$ cat src/rtl/msi_snoop_cache_ctrl_if.sv
// Signal bundle between an MSI cache controller and its CPU port and shared bus.
// Handshake: the CPU raises cpu_valid with cpu_we/cpu_addr stable and holds them
// until it sees the registered cpu_ack pulse. It then drops or changes the request.
// Snoops are single-cycle: snp_valid qualifies snp_op/snp_addr only in the cycle it is high.
interface msi_snoop_cache_ctrl_if #(
   parameter int LINES  = 4,
   parameter int ADDR_W = 8
);
   logic              cpu_valid;
   logic              cpu_we;
   logic [ADDR_W-1:0] cpu_addr;
   logic              cpu_ack;
   logic              cpu_hit;
   logic              snp_valid;
   logic [1:0]        snp_op;
   logic [ADDR_W-1:0] snp_addr;
   logic              snp_flush;
   logic [1:0]        bus_op;
   logic [ADDR_W-1:0] bus_addr;
   logic              bus_wb;
   logic [ADDR_W-1:0] wb_addr;
   logic              proto_err;
   logic [2*LINES-1:0] dbg_line_state;   // line i state at [2i+1:2i]

   // Controller side
   modport slave (
      input  cpu_valid, cpu_we, cpu_addr, snp_valid, snp_op, snp_addr,
      output cpu_ack, cpu_hit, snp_flush, bus_op, bus_addr, bus_wb, wb_addr,
             proto_err, dbg_line_state
   );

   // CPU / bus agent side
   modport master (
      output cpu_valid, cpu_we, cpu_addr, snp_valid, snp_op, snp_addr,
      input  cpu_ack, cpu_hit, snp_flush, bus_op, bus_addr, bus_wb, wb_addr,
             proto_err, dbg_line_state
   );
endinterface

$ cat src/rtl/msi_snoop_cache_ctrl.sv
// MSI coherence controller for a direct-mapped cache of LINES lines.
// Each line keeps a state (I/S/M) and a tag. CPU requests and bus snoops are
// resolved in one cycle; every output is registered.
module msi_snoop_cache_ctrl #(
   parameter int LINES  = 4,
   parameter int ADDR_W = 8
) (
   input logic                   clock,
   input logic                   reset,
   msi_snoop_cache_ctrl_if.slave port
);
   localparam int IDX_W = $clog2(LINES);
   localparam int TAG_W = ADDR_W - IDX_W;

   typedef enum logic [1:0] {
      ST_I = 2'b00,
      ST_S = 2'b01,
      ST_M = 2'b10,
      ST_X = 2'b11    // never written; decodes as not valid
   } line_st_t;

   localparam logic [1:0] OP_RD  = 2'b00;
   localparam logic [1:0] OP_INV = 2'b01;
   localparam logic [1:0] OP_WR  = 2'b10;
   localparam logic [1:0] OP_NUL = 2'b11;

   line_st_t          st_q   [LINES];
   line_st_t          st_d   [LINES];
   logic [TAG_W-1:0]  tag_q  [LINES];
   logic [TAG_W-1:0]  tag_d  [LINES];

   logic              ack_q, ack_d;
   logic              hit_q, hit_d;
   logic [1:0]        op_q, op_d;
   logic [ADDR_W-1:0] baddr_q, baddr_d;
   logic              wb_q, wb_d;
   logic [ADDR_W-1:0] wbaddr_q, wbaddr_d;
   logic              flush_q, flush_d;
   logic              perr_q, perr_d;

   logic [IDX_W-1:0]  s_idx, c_idx;
   logic [TAG_W-1:0]  s_tag, c_tag;
   logic              snp_act, s_hit, c_hit, accept;

   assign s_idx = port.snp_addr[IDX_W-1:0];
   assign s_tag = port.snp_addr[ADDR_W-1:IDX_W];
   assign c_idx = port.cpu_addr[IDX_W-1:0];
   assign c_tag = port.cpu_addr[ADDR_W-1:IDX_W];

   // Next line states and registered outputs from this cycle's snoop and CPU request.
   always_comb begin
      st_d     = st_q;
      tag_d    = tag_q;
      ack_d    = 1'b0;
      hit_d    = 1'b0;
      op_d     = OP_NUL;
      baddr_d  = baddr_q;
      wb_d     = 1'b0;
      wbaddr_d = wbaddr_q;
      flush_d  = 1'b0;
      perr_d   = perr_q;

      snp_act = port.snp_valid && (port.snp_op != OP_NUL);
      s_hit   = (st_q[s_idx] == ST_S || st_q[s_idx] == ST_M) && (tag_q[s_idx] == s_tag);
      c_hit   = (st_q[c_idx] == ST_S || st_q[c_idx] == ST_M) && (tag_q[c_idx] == c_tag);
      // A snoop to the same line wins; the CPU retries next cycle against the new state.
      // Blocking while ack_q is high keeps one held request from being accepted twice.
      accept  = port.cpu_valid && !ack_q && !(snp_act && (s_idx == c_idx));

      if (snp_act && s_hit) begin
         case (port.snp_op)
            OP_RD: begin
               if (st_q[s_idx] == ST_M) begin
                  st_d[s_idx] = ST_S;
                  flush_d     = 1'b1;
               end
            end
            OP_WR: begin
               flush_d     = (st_q[s_idx] == ST_M);
               st_d[s_idx] = ST_I;
            end
            OP_INV: begin
               // Another cache cannot legally hold this line while we own it Modified.
               if (st_q[s_idx] == ST_M) perr_d = 1'b1;
               st_d[s_idx] = ST_I;
            end
            default: ;
         endcase
      end

      if (accept) begin
         ack_d = 1'b1;
         hit_d = c_hit;
         if (c_hit) begin
            if (port.cpu_we && st_q[c_idx] == ST_S) begin
               op_d        = OP_INV;
               baddr_d     = port.cpu_addr;
               st_d[c_idx] = ST_M;
            end
         end else begin
            op_d         = port.cpu_we ? OP_WR : OP_RD;
            baddr_d      = port.cpu_addr;
            st_d[c_idx]  = port.cpu_we ? ST_M : ST_S;
            tag_d[c_idx] = c_tag;
            // A miss on a Modified line always means a different tag: write the victim back.
            if (st_q[c_idx] == ST_M) begin
               wb_d     = 1'b1;
               wbaddr_d = {tag_q[c_idx], c_idx};
            end
         end
      end
   end

   // Line array and output registers.
   always_ff @(posedge clock) begin
      if (reset) begin
         for (int i = 0; i < LINES; i++) begin
            st_q[i]  <= ST_I;
            tag_q[i] <= '0;
         end
         ack_q    <= 1'b0;
         hit_q    <= 1'b0;
         op_q     <= OP_NUL;
         baddr_q  <= '0;
         wb_q     <= 1'b0;
         wbaddr_q <= '0;
         flush_q  <= 1'b0;
         perr_q   <= 1'b0;
      end else begin
         st_q     <= st_d;
         tag_q    <= tag_d;
         ack_q    <= ack_d;
         hit_q    <= hit_d;
         op_q     <= op_d;
         baddr_q  <= baddr_d;
         wb_q     <= wb_d;
         wbaddr_q <= wbaddr_d;
         flush_q  <= flush_d;
         perr_q   <= perr_d;
      end
   end

   assign port.cpu_ack   = ack_q;
   assign port.cpu_hit   = hit_q;
   assign port.bus_op    = op_q;
   assign port.bus_addr  = baddr_q;
   assign port.bus_wb    = wb_q;
   assign port.wb_addr   = wbaddr_q;
   assign port.snp_flush = flush_q;
   assign port.proto_err = perr_q;

   for (genvar g = 0; g < LINES; g++) begin : g_dbg
      assign port.dbg_line_state[2*g +: 2] = st_q[g];
   end
endmodule
$ cat src/flat_wrapper.sv
// flat-port wrapper written by rule: the top's interface ports become plain ports
module msi_snoop_cache_ctrl_flat 
#(
   parameter int LINES  = 4,
   parameter int ADDR_W = 8
)
  (clock, reset, port_cpu_valid, port_cpu_we, port_cpu_addr, port_snp_valid, port_snp_op, port_snp_addr, port_cpu_ack, port_cpu_hit, port_snp_flush, port_bus_op, port_bus_addr, port_bus_wb, port_wb_addr, port_proto_err, port_dbg_line_state);
  msi_snoop_cache_ctrl_if #(.LINES(LINES), .ADDR_W(ADDR_W)) port_i ();
  input logic clock;
  input logic reset;
  input wire logic [$bits(port_i.cpu_valid)-1:0] port_cpu_valid;
  input wire logic [$bits(port_i.cpu_we)-1:0] port_cpu_we;
  input wire logic [$bits(port_i.cpu_addr)-1:0] port_cpu_addr;
  input wire logic [$bits(port_i.snp_valid)-1:0] port_snp_valid;
  input wire logic [$bits(port_i.snp_op)-1:0] port_snp_op;
  input wire logic [$bits(port_i.snp_addr)-1:0] port_snp_addr;
  output wire logic [$bits(port_i.cpu_ack)-1:0] port_cpu_ack;
  output wire logic [$bits(port_i.cpu_hit)-1:0] port_cpu_hit;
  output wire logic [$bits(port_i.snp_flush)-1:0] port_snp_flush;
  output wire logic [$bits(port_i.bus_op)-1:0] port_bus_op;
  output wire logic [$bits(port_i.bus_addr)-1:0] port_bus_addr;
  output wire logic [$bits(port_i.bus_wb)-1:0] port_bus_wb;
  output wire logic [$bits(port_i.wb_addr)-1:0] port_wb_addr;
  output wire logic [$bits(port_i.proto_err)-1:0] port_proto_err;
  output wire logic [$bits(port_i.dbg_line_state)-1:0] port_dbg_line_state;
  assign port_i.cpu_valid = port_cpu_valid;
  assign port_i.cpu_we = port_cpu_we;
  assign port_i.cpu_addr = port_cpu_addr;
  assign port_i.snp_valid = port_snp_valid;
  assign port_i.snp_op = port_snp_op;
  assign port_i.snp_addr = port_snp_addr;
  assign port_cpu_ack = port_i.cpu_ack;
  assign port_cpu_hit = port_i.cpu_hit;
  assign port_snp_flush = port_i.snp_flush;
  assign port_bus_op = port_i.bus_op;
  assign port_bus_addr = port_i.bus_addr;
  assign port_bus_wb = port_i.bus_wb;
  assign port_wb_addr = port_i.wb_addr;
  assign port_proto_err = port_i.proto_err;
  assign port_dbg_line_state = port_i.dbg_line_state;
  msi_snoop_cache_ctrl #(.LINES(LINES), .ADDR_W(ADDR_W)) u_core (.clock(clock), .reset(reset), .port(port_i));
endmodule
$ cat config.mk
export PLATFORM = sky130hd
export DESIGN_NAME = msi_snoop_cache_ctrl_flat
export DESIGN_NICKNAME = d
export VERILOG_FILES = /design/src/rtl/msi_snoop_cache_ctrl_if.sv /design/src/rtl/msi_snoop_cache_ctrl.sv /design/src/flat_wrapper.sv
export SDC_FILE = /design/constraint.sdc
export NUM_CORES = 1
export LEC_CHECK = 0
export ABC_AREA = 1
export CORE_ASPECT_RATIO = 0.7
export CORE_MARGIN = 2
export CORE_UTILIZATION = 60
export CTS_BUF_LIST = sky130_fd_sc_hd__clkbuf_8
export DETAILED_ROUTE_END_ITERATION = 10
export PLACE_DENSITY = 0.93
export SLEW_MARGIN = 10
export SYNTH_ARGS = -nofsm -noshare
export SYNTH_HDL_FRONTEND = slang
export SYNTH_SLANG_ARGS = --single-unit
$ cat constraint.sdc
create_clock -name clock -period 4.5 [get_ports clock]
set_clock_uncertainty 0.2 [all_clocks]
set_input_delay 0.9 -clock clock [delete_from_list [all_inputs] [get_ports clock]]
set_output_delay 0.9 -clock clock [all_outputs]
set_load 0.02 [all_outputs]
==> results of run 1 <==
[cells in the mapped netlist, types with 3 or more instances]
library cell | count | area [um^2]
sky130_fd_sc_hd__nor2_2 | 4 | 25.02
sky130_fd_sc_hd__nand4_1 | 14 | 87.58
sky130_fd_sc_hd__o21ai_1 | 8 | 40.04
sky130_fd_sc_hd__buf_6 | 6 | 67.56
sky130_fd_sc_hd__nor3_1 | 3 | 15.01
sky130_fd_sc_hd__a21oi_1 | 42 | 210.2
sky130_fd_sc_hd__ha_1 | 7 | 87.58
sky130_fd_sc_hd__buf_2 | 4 | 20.02
sky130_fd_sc_hd__inv_1 | 41 | 153.9
sky130_fd_sc_hd__clkbuf_1 | 5 | 18.77
sky130_fd_sc_hd__dfxtp_1 | 55 | 1101
sky130_fd_sc_hd__nand2_1 | 188 | 705.7
sky130_fd_sc_hd__inv_2 | 8 | 30.03
sky130_fd_sc_hd__o21ai_0 | 18 | 90.09
sky130_fd_sc_hd__nand3_1 | 28 | 140.1
sky130_fd_sc_hd__nand3b_1 | 3 | 22.52
sky130_fd_sc_hd__nand3_2 | 4 | 40.04
sky130_fd_sc_hd__a22oi_1 | 3 | 22.52
sky130_fd_sc_hd__nor2_1 | 58 | 217.7
[cells in the final DEF (no fill, tap or decap), drive strengths merged]
| cell | n |
|---|---|
| a221oi | 2 |
| a22oi | 3 |
| clkdlybuf4s50 | 53 |
| ha | 7 |
| nor2 | 64 |
| nand2 | 190 |
| buf | 6 |
| a21oi | 43 |
| inv | 49 |
| nor3 | 3 |
| nand3b | 3 |
| o21a | 1 |
| o21ai | 27 |
| a31oi | 2 |
| dfxtp | 55 |
| o211ai | 1 |
| clkinvlp | 1 |
| clkinv | 1 |
| nor4b | 1 |
| nand3 | 34 |
| xor2 | 1 |
| nand4 | 14 |
| a21boi | 1 |
| clkbuf | 6 |
[layer usage]
metal  GRT usage [%]  up-vias  part of all wire (%)
met1           52.29     1638                    45
li1                -     1759                     -
met3           11.63       29                    12
met5               0        -                     0
met2           52.10      213                    40
met4           10.45        0                   2.3
[through the flow]
step,instance area (um^2),hold WS [ns],setup WS (ns)
6_report,3916,0.2659,0.6860
5_1_grt,3916,0.2980,0.3501
4_1_cts,3916,0.2709,0.7223
3_5_place_dp,3817,0.2566,0.3921
3_3_place_gp,3817,0.2505,0.5732
2_1_floorplan,3281,0.2448,1.363
[power breakdown]
part,switching (mW),internal (mW),leakage (nW)
Combinational,0.143,0.0818,1.26
Sequential,0.0162,0.507,0.448
Clock,0.174,0.126,0.0474
Total,0.333,0.714,1.75
[worst max-delay path: cells and delay by family]
| family | cells | cell delay, ns |
|---|---|---|
| AO/OA/AOI/OAI | 2 | 0.40 |
| adder cells (fa/ha/maj) | 1 | 0.28 |
| buffers and inverters | 4 | 0.92 |
| AND/OR/NAND/NOR | 10 | 1.34 |
[logic make-up (layout without fill, tap and decap cells)]
| logic type | Yosys count | count (layout) |
|---|---|---|
| AND/OR/NAND/NOR | 309 | 309 |
| AO/OA/AOI/OAI | 80 | 80 |
| buffers and inverters | 68 | 116 |
| flip-flops | 55 | 55 |
| adder cells (fa/ha/maj) | 7 | 7 |
| XOR/XNOR | 1 | 1 |
[area by class of cell]
cell class	count	area, um^2
Clock buffer	6	82.58
Inverter	49	183.9
Sequential cell	55	1101
Multi-Input combinational cell	397	1867
Timing Repair Buffer	59	575.6
Tap cell	72	90.09
Fill cell	432	1341
Clock inverter	2	16.27
[path summary, 6_finish.rpt]
| check | from | end | slack, ns | depth (start not counted) |
|---|---|---|---|---|
| worst max-delay path | port_cpu_addr[0] | u_core.port.dbg_line_state[6] | 0.69 | 17 |
| worst min-delay path | u_core.port.wb_addr[0] | u_core.port.wb_addr[0] | 0.27 | 2 |
| worst max register to register | u_core.port.dbg_line_state[7] | u_core.port.dbg_line_state[6] | 1.75 | 15 |
| worst min register to register | u_core.port.wb_addr[0] | u_core.port.wb_addr[0] | 0.27 | 2 |
[sequential cells by signal (all words and copies together) (netlist names)]
name	flops
u_core.tag_q	24
u_core.port.bus_addr	8
u_core.port.dbg_line_state	8
u_core.port.wb_addr	8
u_core.port.bus_op	2
u_core.port.bus_wb	1
u_core.port.cpu_ack	1
u_core.port.cpu_hit	1
u_core.port.proto_err	1
u_core.port.snp_flush	1
==> impl_summary.md, run 1 <==
Synth
Counting every instance in the synthesized netlist gives 520. Counting every net in the synthesized netlist gives 550. The combinational family with the most area after synthesis is simple AND/OR/NAND/NOR gates.

For this run, the leading register cell type out of synthesis is sky130_fd_sc_hd__dfxtp_1. The synthesized-area fraction occupied by adder cells is under 10%. The synthesized cell area is between 0.003 and 0.004 mm^2. The basic-gate share of the synthesized area counting and, or, nand and nor cells is 40.77%. The share of the yosys chip area belonging to registers is 33.56%.

The synthesized design contains 0 enable-type register cells. The number of warnings printed during yosys synthesis is 0. The proportion of synthesized flip-flops having asynchronous set or reset is 0%. The flip-flop and latch count after synthesis is 55. The synthesized netlist devotes a little over an eighth of its cell area to compound gates. The average cell area after synthesis is 6.309 um^2. The area share of xor/xnor cells in the synthesized design is 0.2670%. The count of distinct cell types in the synthesized netlist is 34. The portion of netlist area occupied by mux cells is 0%.

Pwr
Summing internal, switching and leakage power gives 1.048 mW. The leakage power is between 1.5 and 2 nW. Dividing total power by cell area gives a power density of 267.5 mW/mm^2.

The worst voltage drop across the vdd grid is 0.2142 mV.

Floorplan
For this configuration, the core starts out at a cell density of 62.40%. Measured along the x axis, the die boundary spans 92.38 um. The area of the die is 0.006085 mm^2. The row count is 22.

54 I/O pins were placed. The core region is between 0.005 and 0.006 mm^2. The overall die height is around 66 um.

STA
After layout, the worst path uses between 80% and 90% of the clock period. The count of endpoints failing hold in the final timing report came to 0. Based on the critical path, the design can be clocked at up to 262.2 MHz.

The final max-slew violation count is 0. Measured against its own limit, the worst slew margin works out to 68.77%. The worst path needs 3.814 ns of the cycle, external delays included.

The transition at the pin with the smallest max-transition slack is around 0.47 ns. The number of setup violations in the final report is 0. For the final routed database, the setup TNS stands at 0 ns. Setup repair after global routing left no endpoint under its margin.

Global routing
The first global-routing pass estimated 16990 um of wire. Global routing consumed, over all layers together, 36.45% of the routing resources. The number of global-route vias before repair is ~3400. The pin count of the biggest net entering global routing is 33. The overall overflow remaining after global route is 0. The initial antenna violation count is 0.

Critical path
The slowest stage of the critical path is the sky130_fd_sc_hd__clkdlybuf4s50_1 cell. Along the worst path, the maximum fanout reaches 24. The arrival time reported for the critical path endpoint is 3.85 ns. Among the stages of the critical path, the cell type that occurs most often is sky130_fd_sc_hd__nand2_1. The startpoint kind of the worst setup timing path is a primary input. The start-to-end type of the worst setup path is in -> reg. Traced cell by cell, the critical path runs through clkdlybuf4s50_1, nor2_1, nand2_1, nand2_1, a221oi_1, inv_1, ha_1, inv_1, nand2_1, inv_1, nand2_1, nor2_4, nand2_4, nand2_1, o21ai_1, nor2_1, nor2_1. STA puts the critical path data required time at between 4 and 5 ns. STA classifies the critical path endpoint as a flip-flop. In this design, the stage delay of the slowest critical-path cell is just over 0.7 ns.

Placed design
The detailed placement HPWL is 7740 um. The cell count after placement is ~630. The final weighted congestion in routability-driven placement is 0.9802. The count of port buffers added during placement is 53.

Clock network
The TritonCTS clock tree is yes. The clock reaches the later pin of the worst-skew pair after 0.33 ns. The total setup buffers inserted after CTS is 0. The number of sinks handled by clock tree synthesis is 55. The clock transition at the register clock pins on the worst setup and hold paths after CTS is about 0.10 ns. The total clock buffers created by CTS is 5.

The root buffer cell is sky130_fd_sc_hd__clkbuf_8. The post-cts gate resize count is 0. The maximum root-to-sink buffer count is 2. The H-tree depth is 2. The number of buffers added to fix hold violations after cts is 0.

Routing
In the routed layout, each cell is associated on average with a via count of 5.686. The remaining antenna violation count after routing is 0. Before antenna repair, the detailed router went through 6 iterations. The first-iteration detailed-routing DRC count is 414.

The routed wire length is 10310 um. The remaining design rule violation count is 0. In the final routed layout, each cell accounts on average for 16.11 um. The routed layout has 3639 vias.

Finish
The antenna diode count is 0. Once layout is complete, the utilization of the core stands at 74.49%. The post-route netlist has 6.690% of its cells at a drive strength greater than 1. The number of cells in the finished layout apart from fillers is 640. The final net count is 597.

The synthesis-to-layout area growth is 19.37%.

Status
The flow ran to the end, and the final reports show no timing, DRC or antenna violations.

Flow run
Across the run, the number of max-cap violations was 0.

Min path
The type of the worst min-delay path is reg -> reg.
(Power assumes the default switching activity.)
==> run 2: changes to the inputs <==
--- a/config.mk
+++ b/config.mk
@@ -8,10 +8,10 @@
 export ABC_AREA = 1
 export CORE_ASPECT_RATIO = 0.7
 export CORE_MARGIN = 2
-export CORE_UTILIZATION = 60
+export CORE_UTILIZATION = 50
 export CTS_BUF_LIST = sky130_fd_sc_hd__clkbuf_8
 export DETAILED_ROUTE_END_ITERATION = 10
-export PLACE_DENSITY = 0.93
+export PLACE_DENSITY = 0.84
 export SLEW_MARGIN = 10
 export SYNTH_ARGS = -nofsm -noshare
 export SYNTH_HDL_FRONTEND = slang
==> constraint.sdc (replaced) <==
create_clock -name clock -period 3.3 [get_ports clock]
set_clock_uncertainty 0.2 [all_clocks]
set_input_delay 0.66 -clock clock [delete_from_list [all_inputs] [get_ports clock]]
set_output_delay 0.66 -clock clock [all_outputs]
set_load 0.02 [all_outputs]
==> run 2 against run 1 <==
Net effect:
- sequential power rose by 36%
- clock power rose by 45%
- via count rose by 2.0%
- utilization is 6.8 points lower
- clock-buffer cell count shrank 1
- global-route usage is 5.2 points lower
- non-clock buffer count grew 36
==> impl_summary.md, run 2 (same netlist as run 1, synthesis figures left out) <==
Critical path
The worst setup path startpoint is port_snp_addr[0]. The arrival time reported for the critical path endpoint is 3.00 ns. Traced cell by cell, the critical path runs through clkdlybuf4s50_1, nor2_1, a22oi_1, o21ai_0, a21oi_1, ha_1, inv_1, nand3_1, nor2_2, nand2_1, o21ai_0, a21oi_1. For this design, the slowest cell found on the critical path is sky130_fd_sc_hd__clkdlybuf4s50_1. The highest net fanout along the worst path is 5. The startpoint kind of the worst setup timing path is a primary input. In this run the critical register-to-register path is launched from u_core.port.dbg_line_state[0]. The endpoint type of the worst setup path is a flip-flop. For the worst setup path, the data required time is roughly 3.3 ns. The delay of the slowest cell on the worst path is slightly above 0.6 ns. The start-to-end type of the worst setup path is in -> reg.

Finish
The register area is 0.001101 mm^2. The final standard cell utilization of the core is 67.70%. From synthesis to final layout, the design area changed by 29.52%. The area of all placed cells without fillers is 0.004249 mm^2. In the final layout, the multi-input gates occupy roughly 0.0019 mm^2.

The top cell types in the final layout, fill and taps aside, are 188 x sky130_fd_sc_hd__nand2_1, 58 x sky130_fd_sc_hd__nor2_1, 55 x sky130_fd_sc_hd__dfxtp_1. The number of antenna diodes in the final layout is 0. Leaving out fill and tap cells, the most frequent cell in the layout is sky130_fd_sc_hd__nand2_1. The layout has 596 filler cells. For this run, the number of standard cells in the final layout without fillers is 681. The number of flip-flops under the largest register name is 24.

The final net count is 633. The layout cell share with drive strength beyond 1 is between 10% and 20%. u_core.tag_q holds more flip-flops than any other register.

Global routing
The initial antenna violation count is 0. The number of global-route vias before repair is 3521. Entering global routing, the biggest net connects 32 pins. The first global-routing pass estimated 17420 um of wire.

The total global routing track utilization is 31.21%. For this run the aggregate overflow at the end of global routing stands at 0.

Pwr
The areal power density over the cells is 350.2 mW/mm^2. The net switching power of the design is between 400 and 500 uW. Of the total power, registers draw 47.9%. The cell internal power dissipation is 1.051 mW. Per report_power, the combinational group accounts for about 23% of the total. The worst voltage drop across the vdd grid is around 0.25 mV. In this run the static leakage power is 1.979 nW. Power comes to 1.488 mW. Of the total power, the share spent switching nets is 29.39%. The share of total power in the clock network is ~29%.

Routing
The routed wire length is 10740 um. For this run, design rule violations remaining after detail routing come to 0. Dividing the detail-routed wire length by the instance count gives 15.77 um. The detailed-route via count is 3710. The remaining antenna violation count after routing is 0. The first-iteration detailed-routing DRC count is 345. The count of TritonRoute iterations in the first routing pass is 5.

The number of vias per cell after detailed routing is 5.448.

STA
The post-route fraction of the period consumed by the critical path is 91.14%. The final hold slack is 0.2670 ns. For the final routed database, the setup TNS stands at 0 ns.

The worst relative slew slack is just under 70%. The upper clock frequency limit is about 330 MHz. For the pin with the worst max-slew slack, the measured transition is 0.4789 ns. Setup repair after global routing left no endpoint under its margin.

The final worst slack is 0.2924 ns. The count of endpoints failing hold in the final timing report was 0. The post-layout minimum cycle time is 3.008 ns. The number of setup violations in the final report is 0. The final max-slew violation count is 0.

Floorplan
The area of the die is 0.007235 mm^2. The floorplan has 24 rows. The number of primary I/O pins is 54.

For this configuration, the core starts out at a cell density of 52.27%. Measured along the x axis, the die boundary spans approximately 100 um. In this run the vertical extent of the chip is a little over 70 um.

The core region is ~0.0063 mm^2.

Clock network
Clock tree synthesis found a total of 55 sinks. The H-tree depth is 2. The latest clock arrival within the worst-skew pair is 0.30 ns. The TritonCTS clock tree is yes. No sink is reached through more buffers than the 2 on the longest clock path. Clock tree synthesis inserted a total of 5 buffers. The root buffer cell is sky130_fd_sc_hd__clkbuf_8. After clock tree synthesis, the clock-pin slew on the worst setup and hold paths is 0.09 ns.

Placed design
Input and output buffers added on the ports amount to 53. The HPWL after detailed placement is 8525 um. The placed cell area is 0.004133 mm^2. In this run, placement finished with an instance count of ~670. The worst setup timing slack at the placement stage is -0.1671 ns. Routability-driven placement finished with a final weighted congestion of 1.008.

Status
The flow ran to the end, and the final reports show no timing, DRC or antenna violations.

Min path
The path class of the tightest hold or removal check is reg -> reg. The worst hold path begins at u_core.port.wb_addr[0].

Flow run
The tool flagged a number of max-cap violations equal to 0.
[run 2: final cells by class]
cell class	count	area share, %
Multi-Input combinational cell	397	44.08
Sequential cell	55	25.91
Timing Repair Buffer	95	20.97
Inverter	49	4.329
Tap cell	78	2.297
Clock buffer	5	1.620
Clock inverter	2	0.7951
[run 2: routing by layer]
metal	global-route usage (%)	routed length (um)	part of all wire, %	vias up
met2	48.59	4585	43	178
li1	-	-	-	1841
met4	4.110	127	1.2	0
met5	0	0	0	-
met3	8.293	1231	11	16
met1	44.64	4796	45	1675
[run 2: worst paths after layout]
kind,endpoint,slack (ns),cells past startpoint
hold / removal,u_core.port.wb_addr[0],0.27,2
hold reg to reg,u_core.port.wb_addr[0],0.27,2
setup / recovery,u_core.port.dbg_line_state[3],0.29,12
setup reg to reg,u_core.tag_q[0],0.87,15
[run 2: power groups by stage]
| stage | Clock, mW | Sequential, mW | Combinational [mW] |
|---|---|---|---|
| 2_1_floorplan | 0 | 0.740 | 0.170 |
| 3_3_place_gp | 0 | 0.727 | 0.329 |
| 3_5_place_dp | 0 | 0.727 | 0.335 |
| 4_1_cts | 0.443 | 0.712 | 0.336 |
| 5_1_grt | 0.468 | 0.716 | 0.374 |
| 6_report | 0.434 | 0.713 | 0.341 |
[run 2: critical path, delay by kind of cell]
family | cells | cell delay (ns)
AOI/OAI and AO/OA | 5 | 0.79
adders and majority gates | 1 | 0.26
buffers and inverters | 2 | 0.70
and+or+nand+nor | 4 | 0.59
[run 2: timing repair]
item | in CTS | in global routing
setup buffers | 0 | 0
gates resized for setup | 0 | 4
endpoints found under the setup margin | 0 | 12
hold buffers | 0 | 0
